==> src/rtl/if_prefetch_queue.sv <==
// Instruction-fetch front end: owns the fetch PC, issues pipelined imem requests and buffers
// returned words in an in-order queue feeding IF/ID. Define PREFETCH_BYPASS_EN for the empty-queue bypass.
module if_prefetch_queue #(
  parameter int          DEPTH    = 4,
  parameter logic [31:0] RESET_PC = 32'h0000_0000,
  parameter int          MAX_OUT  = 2
) (
  input  logic        clk,
  input  logic        rst_n,
  input  logic        stall_i,
  input  logic        redirect_i,
  input  logic [31:0] redirect_pc_i,
  output logic        imem_req_o,
  output logic [31:0] imem_addr_o,
  input  logic        imem_gnt_i,
  input  logic        imem_rvalid_i,
  input  logic [31:0] imem_rdata_i,
  output logic        instr_valid_o,
  output logic [31:0] instr_o,
  output logic [31:0] pc_o,
  output logic [31:0] pc_plus4_o
);
  localparam int AW = (DEPTH > 1) ? $clog2(DEPTH) : 1;
  localparam int CW = AW + 1;
  localparam int OW = $clog2(MAX_OUT + 1);
  localparam logic [31:0] NOP = 32'h0000_0013;

  logic [31:0]   fetch_pc_q, fetch_pc_d;
  logic [31:0]   resp_pc_q, resp_pc_d;
  logic [31:0]   last_pc_q, last_pc_d;
  logic          run_q;
  logic [OW-1:0] out_q, out_d, disc_q, disc_d;
  logic [CW-1:0] count_q, count_d;
  logic [AW-1:0] rd_q, rd_d, wr_q, wr_d;
  logic [31:0]   instr_mem_q [DEPTH];
  logic [31:0]   pc_mem_q [DEPTH];

  logic [31:0] redir_pc_s;
  logic        rv_s, keep_s, issue_s, byp_s, pop_s, pop_q_s, push_s;

  assign redir_pc_s = redirect_pc_i & 32'hFFFF_FFFC;
  // A response with nothing outstanding is a leftover from before reset and is ignored.
  assign rv_s    = imem_rvalid_i && (out_q != {OW{1'b0}});
  assign keep_s  = rv_s && !redirect_i && (disc_q == {OW{1'b0}});
  assign imem_req_o = run_q && !redirect_i && (32'(out_q) < 32'(MAX_OUT)) &&
                      ((32'(count_q) + 32'(out_q)) < 32'(DEPTH));
  assign imem_addr_o = fetch_pc_q;
  assign issue_s     = imem_req_o && imem_gnt_i;

`ifdef PREFETCH_BYPASS_EN
  assign byp_s = keep_s && (count_q == {CW{1'b0}});
`else
  assign byp_s = 1'b0;
`endif

  // Head presentation: queue head, bypassed response, or a bubble holding the last PC.
  always_comb begin
    if (count_q != {CW{1'b0}}) begin
      instr_valid_o = 1'b1;
      instr_o       = instr_mem_q[rd_q];
      pc_o          = pc_mem_q[rd_q];
    end else if (byp_s) begin
      instr_valid_o = 1'b1;
      instr_o       = imem_rdata_i;
      pc_o          = resp_pc_q;
    end else begin
      instr_valid_o = 1'b0;
      instr_o       = NOP;
      pc_o          = last_pc_q;
    end
  end
  assign pc_plus4_o = pc_o + 32'd4;

  assign pop_s   = instr_valid_o && !stall_i && !redirect_i;
  assign pop_q_s = pop_s && (count_q != {CW{1'b0}});
  assign push_s  = keep_s && !(byp_s && pop_s);

  // Next-state: redirect flushes everything; responses still in flight become discards.
  always_comb begin
    fetch_pc_d = fetch_pc_q;
    resp_pc_d  = resp_pc_q;
    last_pc_d  = last_pc_q;
    out_d      = out_q;
    disc_d     = disc_q;
    count_d    = count_q;
    rd_d       = rd_q;
    wr_d       = wr_q;
    if (redirect_i) begin
      fetch_pc_d = redir_pc_s;
      resp_pc_d  = redir_pc_s;
      out_d      = out_q - OW'(rv_s);
      disc_d     = out_q - OW'(rv_s);
      count_d    = {CW{1'b0}};
      rd_d       = {AW{1'b0}};
      wr_d       = {AW{1'b0}};
    end else begin
      if (issue_s) fetch_pc_d = fetch_pc_q + 32'd4;
      else         fetch_pc_d = fetch_pc_q;
      out_d = out_q + OW'(issue_s) - OW'(rv_s);
      if (rv_s && !keep_s) disc_d = disc_q - OW'(1'b1);
      else                 disc_d = disc_q;
      // Kept responses are sequential between redirects, so the tag is a running PC.
      if (keep_s) resp_pc_d = resp_pc_q + 32'd4;
      else        resp_pc_d = resp_pc_q;
      if (push_s) wr_d = wr_q + AW'(1'b1);
      else        wr_d = wr_q;
      if (pop_q_s) rd_d = rd_q + AW'(1'b1);
      else         rd_d = rd_q;
      count_d = count_q + CW'(push_s) - CW'(pop_q_s);
      if (pop_s) last_pc_d = pc_o;
      else       last_pc_d = last_pc_q;
    end
  end

  // Control state registers.
  always_ff @(posedge clk or negedge rst_n) begin
    if (!rst_n) begin
      fetch_pc_q <= RESET_PC;
      resp_pc_q  <= RESET_PC;
      last_pc_q  <= RESET_PC;
      run_q      <= 1'b0;
      out_q      <= {OW{1'b0}};
      disc_q     <= {OW{1'b0}};
      count_q    <= {CW{1'b0}};
      rd_q       <= {AW{1'b0}};
      wr_q       <= {AW{1'b0}};
    end else begin
      fetch_pc_q <= fetch_pc_d;
      resp_pc_q  <= resp_pc_d;
      last_pc_q  <= last_pc_d;
      run_q      <= 1'b1;
      out_q      <= out_d;
      disc_q     <= disc_d;
      count_q    <= count_d;
      rd_q       <= rd_d;
      wr_q       <= wr_d;
    end
  end

  // Queue storage; contents are only observed when count_q covers them.
  always_ff @(posedge clk) begin
    if (push_s) begin
      instr_mem_q[wr_q] <= imem_rdata_i;
      pc_mem_q[wr_q]    <= resp_pc_q;
    end
  end

  if_prefetch_queue_chk #(.DEPTH(DEPTH), .MAX_OUT(MAX_OUT), .CW(CW), .OW(OW)) u_chk (
    .clk     (clk),
    .rst_n   (rst_n),
    .push_i  (push_s),
    .pop_i   (pop_q_s),
    .count_i (count_q),
    .out_i   (out_q)
  );
endmodule

// Simulation checks on queue occupancy and outstanding-request credits.
module if_prefetch_queue_chk #(
  parameter int DEPTH   = 4,
  parameter int MAX_OUT = 2,
  parameter int CW      = 3,
  parameter int OW      = 2
) (
  input logic          clk,
  input logic          rst_n,
  input logic          push_i,
  input logic          pop_i,
  input logic [CW-1:0] count_i,
  input logic [OW-1:0] out_i
);
  // Overflow and credit violations are design errors.
  always_ff @(posedge clk) begin
    if (rst_n) begin
      assert (!(push_i && !pop_i && (32'(count_i) == 32'(DEPTH))))
        else $error("prefetch queue overflow");
      assert (32'(out_i) <= 32'(MAX_OUT))
        else $error("outstanding requests exceed credit");
    end
  end
endmodule

==> config.mk <==
export PLATFORM = sky130hd
export DESIGN_NAME = if_prefetch_queue
export DESIGN_NICKNAME = d
export VERILOG_FILES = /design/src/rtl/if_prefetch_queue.sv
export SDC_FILE = /design/constraint.sdc
export NUM_CORES = 1
export LEC_CHECK = 0
export ABC_AREA = 1
export BUFFER_PORTS_ARGS = -buffer_cell sky130_fd_sc_hd__buf_2
export CELL_PAD_IN_SITES_DETAIL_PLACEMENT = 1
export CELL_PAD_IN_SITES_GLOBAL_PLACEMENT = 1
export CORE_ASPECT_RATIO = 0.5
export CORE_MARGIN = 2
export CORE_UTILIZATION = 41
export DETAILED_ROUTE_END_ITERATION = 8
export HOLD_SLACK_MARGIN = 0.05
export PLACE_DENSITY_LB_ADDON = 0.1
export SLEW_MARGIN = 20
export SYNTH_ARGS = -nofsm -noshare
export SYNTH_HDL_FRONTEND = slang
export SYNTH_SLANG_ARGS = --single-unit
==> constraint.sdc <==
create_clock -name clk -period 4.5 [get_ports clk]
set_input_delay 0.45 -clock clk [delete_from_list [all_inputs] [get_ports clk]]
set_output_delay 0.45 -clock clk [all_outputs]
set_load 0.02 [all_outputs]
# ---- After elaboration in Yosys (flattened, before gate mapping)
# Memory sizes are Yosys's and may differ from the RTL's.
# Index checks and enable logic that the tools add are counted.
# W data, S select, Z words.
dict set report totals {
  ff_bits 108
  mem_bits_rw 256
  in_bits 70
  output_inout_bits 130
  memories 2
}
# name words word_bits rd rd_ports_with_merged_regs wr line_no
set memory_table {}
lappend memory_table {instr_mem_q 4 32 1 0 1 35} ;# logic [31:0] instr_mem_q [DEPTH];
lappend memory_table {pc_mem_q 4 32 1 0 1 36} ;# logic [31:0] pc_mem_q [DEPTH];
dict set report op_classes {
  add_sub_neg 12
  magnitude_cmp 2
  n_mux 17
  n_bitwise 1
  n_reduce_logical 22
}
# operator count
set ops {}
lappend ops {{$mux W32} 6}
lappend ops {{$add A32 B3 Y32 const B} 3}
lappend ops {{$mux W2} 7}
lappend ops {{$logic_and A1 B1 Y1} 11}
lappend ops {{$reduce_bool A2 Y1} 5}
lappend ops {{$add A2 B1 Y2 const B} 2}
lappend ops {{$add A3 B2 Y4} 1}
lappend ops {{$lt A4 B3 Y1 const B} 1}
lappend ops {{$sub A2 B1 Y2} 2}
lappend ops {{$add A3 B1 Y3} 1}
lappend ops {{$logic_not A1 Y1} 3}
lappend ops {{$mux W1} 3}
lappend ops {{$mux W3} 1}
lappend ops {{$reduce_bool A3 Y1} 1}
lappend ops {{$sub A3 B1 Y3} 1}
lappend ops {{$add A2 B1 Y2} 1}
lappend ops {{$logic_not A2 Y1} 1}
lappend ops {{$lt A2 B2 Y1 const B} 1}
lappend ops {{$reduce_and A2 Y1} 1}
lappend ops {{$sub A2 B1 Y2 const B} 1}
lappend ops {{$not A1 Y1} 1}

# ---- Longest topological paths before layout
dict set report depth {
  ltp_word 8
  mapped_depth 16
  mapped_depth_nobuf 14
}

# ---- Least setup slack after synthesis
# No wires, ideal clock.
dict set report synth_timing {
  path_type {register to register}
  from {register disc_q[0]}
  to {memory instr_mem_q[0][0] (enable)}
  setup_ps 482
  arrival_time_ps 3748
  required_ps 4018
  setup_slack_ps 270
  path_stages_with_launch 9
  n_path_buf 2
  synth_period_minus_slack_ps 4230
  path_cell_list {dfrtp_1 inv_1 ha_1 inv_1 nor2_1 buf_2 nand2_1 buf_2 nor2_1}
}
dict set report synth_via {
  elab_chain_len 4
}
# item line_no
set synth_rtl {}
lappend synth_rtl {{from (decl)} 32} ;# logic [OW-1:0] out_q, out_d, disc_q, disc_d;
lappend synth_rtl {{from (signal assigned)} 123} ;# disc_q <= {OW{1'b0}};
lappend synth_rtl {{from (signal assigned)} 133} ;# disc_q <= disc_d;
lappend synth_rtl {{$logic_not A2 Y1} 44} ;# assign keep_s = rv_s && !redirect_i && (disc_q == {OW{1'b0}});
lappend synth_rtl {{$logic_and A1 B1 Y1} 44}
lappend synth_rtl {{$mux W1} 142} ;# if (push_s) begin
lappend synth_rtl {{$mux W1 (implied by the code)} 143} ;# instr_mem_q[wr_q] <= imem_rdata_i;
lappend synth_rtl {{to (decl)} 35}
# No other way between the ends.

# ---- Final worst setup path
dict set report layout_timing {
  from {register rd_q[1]}
  to {output pc_plus4_o[18]}
}
dict set report layout_via {
  elab_chain_len 3
}
# item line_no
set layout_rtl {}
lappend layout_rtl {{from (decl)} 34} ;# logic [AW-1:0] rd_q, rd_d, wr_q, wr_d;
lappend layout_rtl {{from (signal assigned)} 125} ;# rd_q <= {AW{1'b0}};
lappend layout_rtl {{from (signal assigned)} 135} ;# rd_q <= rd_d;
lappend layout_rtl {{$mem_v2 Z4 W32} --}
lappend layout_rtl {{$mux W32} 58} ;# if (count_q != {CW{1'b0}}) begin
lappend layout_rtl {{$add A32 B3 Y32} 72} ;# assign pc_plus4_o = pc_o + 32'd4;
lappend layout_rtl {{to (decl)} 21} ;# output logic [31:0] pc_plus4_o
# No other way between the ends.

==> results_dict.tcl <==
set metrics [dict create \
    drtAntennaViolNets 0 \
    path_cells "inv_2, buf_4, nand3_1, nand3_1, nand2_1, nor2_1, nand2_1, nor2_1, nand2_1, xor2_1, buf_2" \
    crit_path_max_incr_delay_ps 550 \
    critPathLaunchType "flop" \
    clock_sinks 352 \
    synthCells 1959 \
    crit_fanout 38 \
    vias 13900 \
    syn_area_um2 17600 \
    relSlewSlack 0.395 \
    crit_arrival_ps 3330 \
    slew_viol_final 0 \
    fmax_mhz 265 \
    period_minus_slack_ps 3780 \
    clk_root_buffer_cell "clkbuf_16" \
    synth_edf_count 248 \
    syn_to_final_growth_pct 15.8 \
    yosysMostFrequentCell "nand2_1" \
    synth_xor_area_frac 0.0264 \
    holdPathStages 1 \
    synth_top_family_by_area "simple AND/OR/NAND/NOR gates" \
    finalHoldViolCount 0 \
    period_share 0.840 \
    path_buf_inv 3 \
    syn_area_per_cell_um2 8.96 \
    max_slew.worst_pin.slew_ps 908 \
    crit_cells 11 \
    switching_share 0.458 \
    cp-end-kind "output pin" \
    internal_power_mw 7.25 \
    ys_top_cells_by_count "nand2_1, nor2_1, edfxtp_1" \
    switchingPower_mw 6.13 \
    power_frac_comb 0.466 \
    overflow 0 \
    rr_worst_depth 12 \
    ios 200 \
    dp_hpwl_um 35100 \
    fin_worst_skew_ps 13.2 \
    yosys.area_share.simple 0.256 \
    ys.flop_type "edfxtp_1" \
    drt-pass1-iter-count 5 \
    post_drt_wl_per_cell_um 18.5 \
    synth_cell_type_count 45 \
    fin_nets 2232 \
    wirelength_um 51000 \
    clk_pin_slew_ps 60 \
    setup_viol 0 \
    p_leak_nw 8.71 \
    synthMuxAreaShare 0 \
    clkPwrFrac 0.217 \
    drtIter0Drc 636 \
    yosysTopAreaCell "edfxtp_1" \
    max-vdd-ir-drop_mv 0.388 \
    coreArea_um2 42100 \
    vias_per_cell 5.06 \
    drive_above_1_share 0.167 \
    powerDensity_nw_per_um2 658 \
    worst_path_max_delay_cell "buf_4" \
    antenna_found_initial 1 \
    async_flop_share 0.295 \
    synth_top_area_share 0.424 \
    cts_setup_buffers 0 \
    grt_pass1_vias 14000 \
    synth.area.top_cells "edfxtp_1, dfrtp_1, nand2_1" \
    synth_seq_cells 352 \
    grt_setup_unrepaired "no" \
    cpLargestDelayFamily "buffers and inverters" \
    grt_pass1_wl_um 79100 \
    grtUsageTotal 0.232 \
    port_buffers 195 \
    status "finished, final reports clean" \
    dp_slack_ps 1210 \
    worstPathRequired_ps 4050 \
    cts_htree_levels 2 \
    setup-tns-final_ps 0 \
    clockBufferDepth 3 \
    yosysSeqAreaShare 0.572 \
    cts_tree "yes" \
    grt_start_max_net_pins 127 \
    start_util 0.417 \
    rrSetupSlack_ps 1620 \
    die_area_um2 44600 \
    die_h_um 150 \
    setup_ws_ps 720 \
    seq_power_share 0.317 \
    cts_made_buffers 35 \
    crit_type "reg -> out" \
    min_path_type "in -> reg" \
    ys_warn_count 0 \
    cap_violations 0 \
    rows 53 \
    clk_latency_ps 540 \
    crit_top_cell "nand2_1" \
    gp_congestion 0.861 \
    synth_fa_ha_area_frac 0.0111 \
    synth_compound_area_frac 0.0634 \
    die_w_um 297 \
    drc 0 \
]
-- final cells by class --
| class | instances | area, µm² |
|---|---|---|
| clock inverter | 16 | 138 |
| sequential | 352 | 10100 |
| multi-input combinational | 1327 | 6320 |
| tap | 577 | 722 |
| inverter | 201 | 759 |
| fill | 4945 | 21800 |
| antenna | 1 | 2.50 |
| timing repair buffer | 230 | 1380 |
| clock buffer | 45 | 956 |
-- final timing paths --
path                             startpoint                 end
max in group asynchronous             rst_n     imem_addr_o[16]
setup / recovery                    rd_q[1]      pc_plus4_o[18]
hold / removal             imem_rdata_i[28]  instr_mem_q[0][28]
setup reg to reg                 count_q[1]          count_q[2]
min in group asynchronous             rst_n        last_pc_q[0]
hold reg to reg                last_pc_q[0]        last_pc_q[0]
-- power groups by stage --
stage,Sequential [mW],Clock [mW],Combinational [mW]
after global routing,4.30,3.11,6.87
after floorplan,4.23,0,4.27
final,4.25,2.90,6.23
after CTS,4.25,2.98,6.32
after global placement,4.29,0,6.20
after detailed placement,4.31,0,6.29
-- state kept, by name (all words and copies together) (netlist names) --
signal and flops:
instr_mem_q 128, pc_mem_q 120, rd_q 2, wr_q 2
run_q 1, resp_pc_q 30, imem_addr_o 30, out_q 2
last_pc_q 32, count_q 3, disc_q 2
-- placed cells by master, fill, tap and decap left out, types with 19 or more instances in the layout --
master       n
nand2_1    540
nor2_1     260
edfxtp_1   248
inv_1      194
buf_2      194
nand3_1    127
o21ai_0    111
dfrtp_1    102
xor2_1      47
a21oi_1     38
clkbuf_16   37
o211ai_1    25
nand2_2     24
buf_4       24
nand4_1     23
nor3_1      21
or2_2       19
-- logic make-up (layout without fill, tap and decap cells) --
logic type / count (synthesis) / after routing
flops: 352 / 352
compound gates: 197 / 197
other cells: 2 / 4
xor+xnor: 53 / 53
simple gates: 1059 / 1059
buf+inv: 281 / 492
fa+ha+maj: 15 / 15
-- routing by layer --
| metal | up-vias | part of all wire | track usage | wire length [µm] |
|---|---|---|---|---|
| met5 | - | 0 | 0 | 0 |
| met4 | 0 | 0.023 | 0.0588 | 1150 |
| met3 | 76 | 0.039 | 0.0359 | 1980 |
| met2 | 235 | 0.47 | 0.386 | 23900 |
| met1 | 6829 | 0.47 | 0.318 | 24000 |
| li1 | 6769 | - | - | - |
-- what timing repair did --
action | 4_1_cts | 5_1_grt
hold buffers | 1 | 0
endpoints found under the setup margin | 0 | 0
resized for setup | 0 | 0
hold endpoints to repair | 11 | 0
-- metrics by stage --
step                      power (mW)  hold WS [ps]   util  instance area [µm²]  cells
after floorplan                 8.49           154      -                17600   1960
after global placement          10.5           311  0.457                19200   2686
after detailed placement        10.6           310  0.457                19200   2686
after CTS                       13.5           112  0.483                20300   2748
after global routing            14.3           116  0.483                20300   2749
final                           13.4           134  0.483                20300   2749
(Power assumes the default switching activity.)
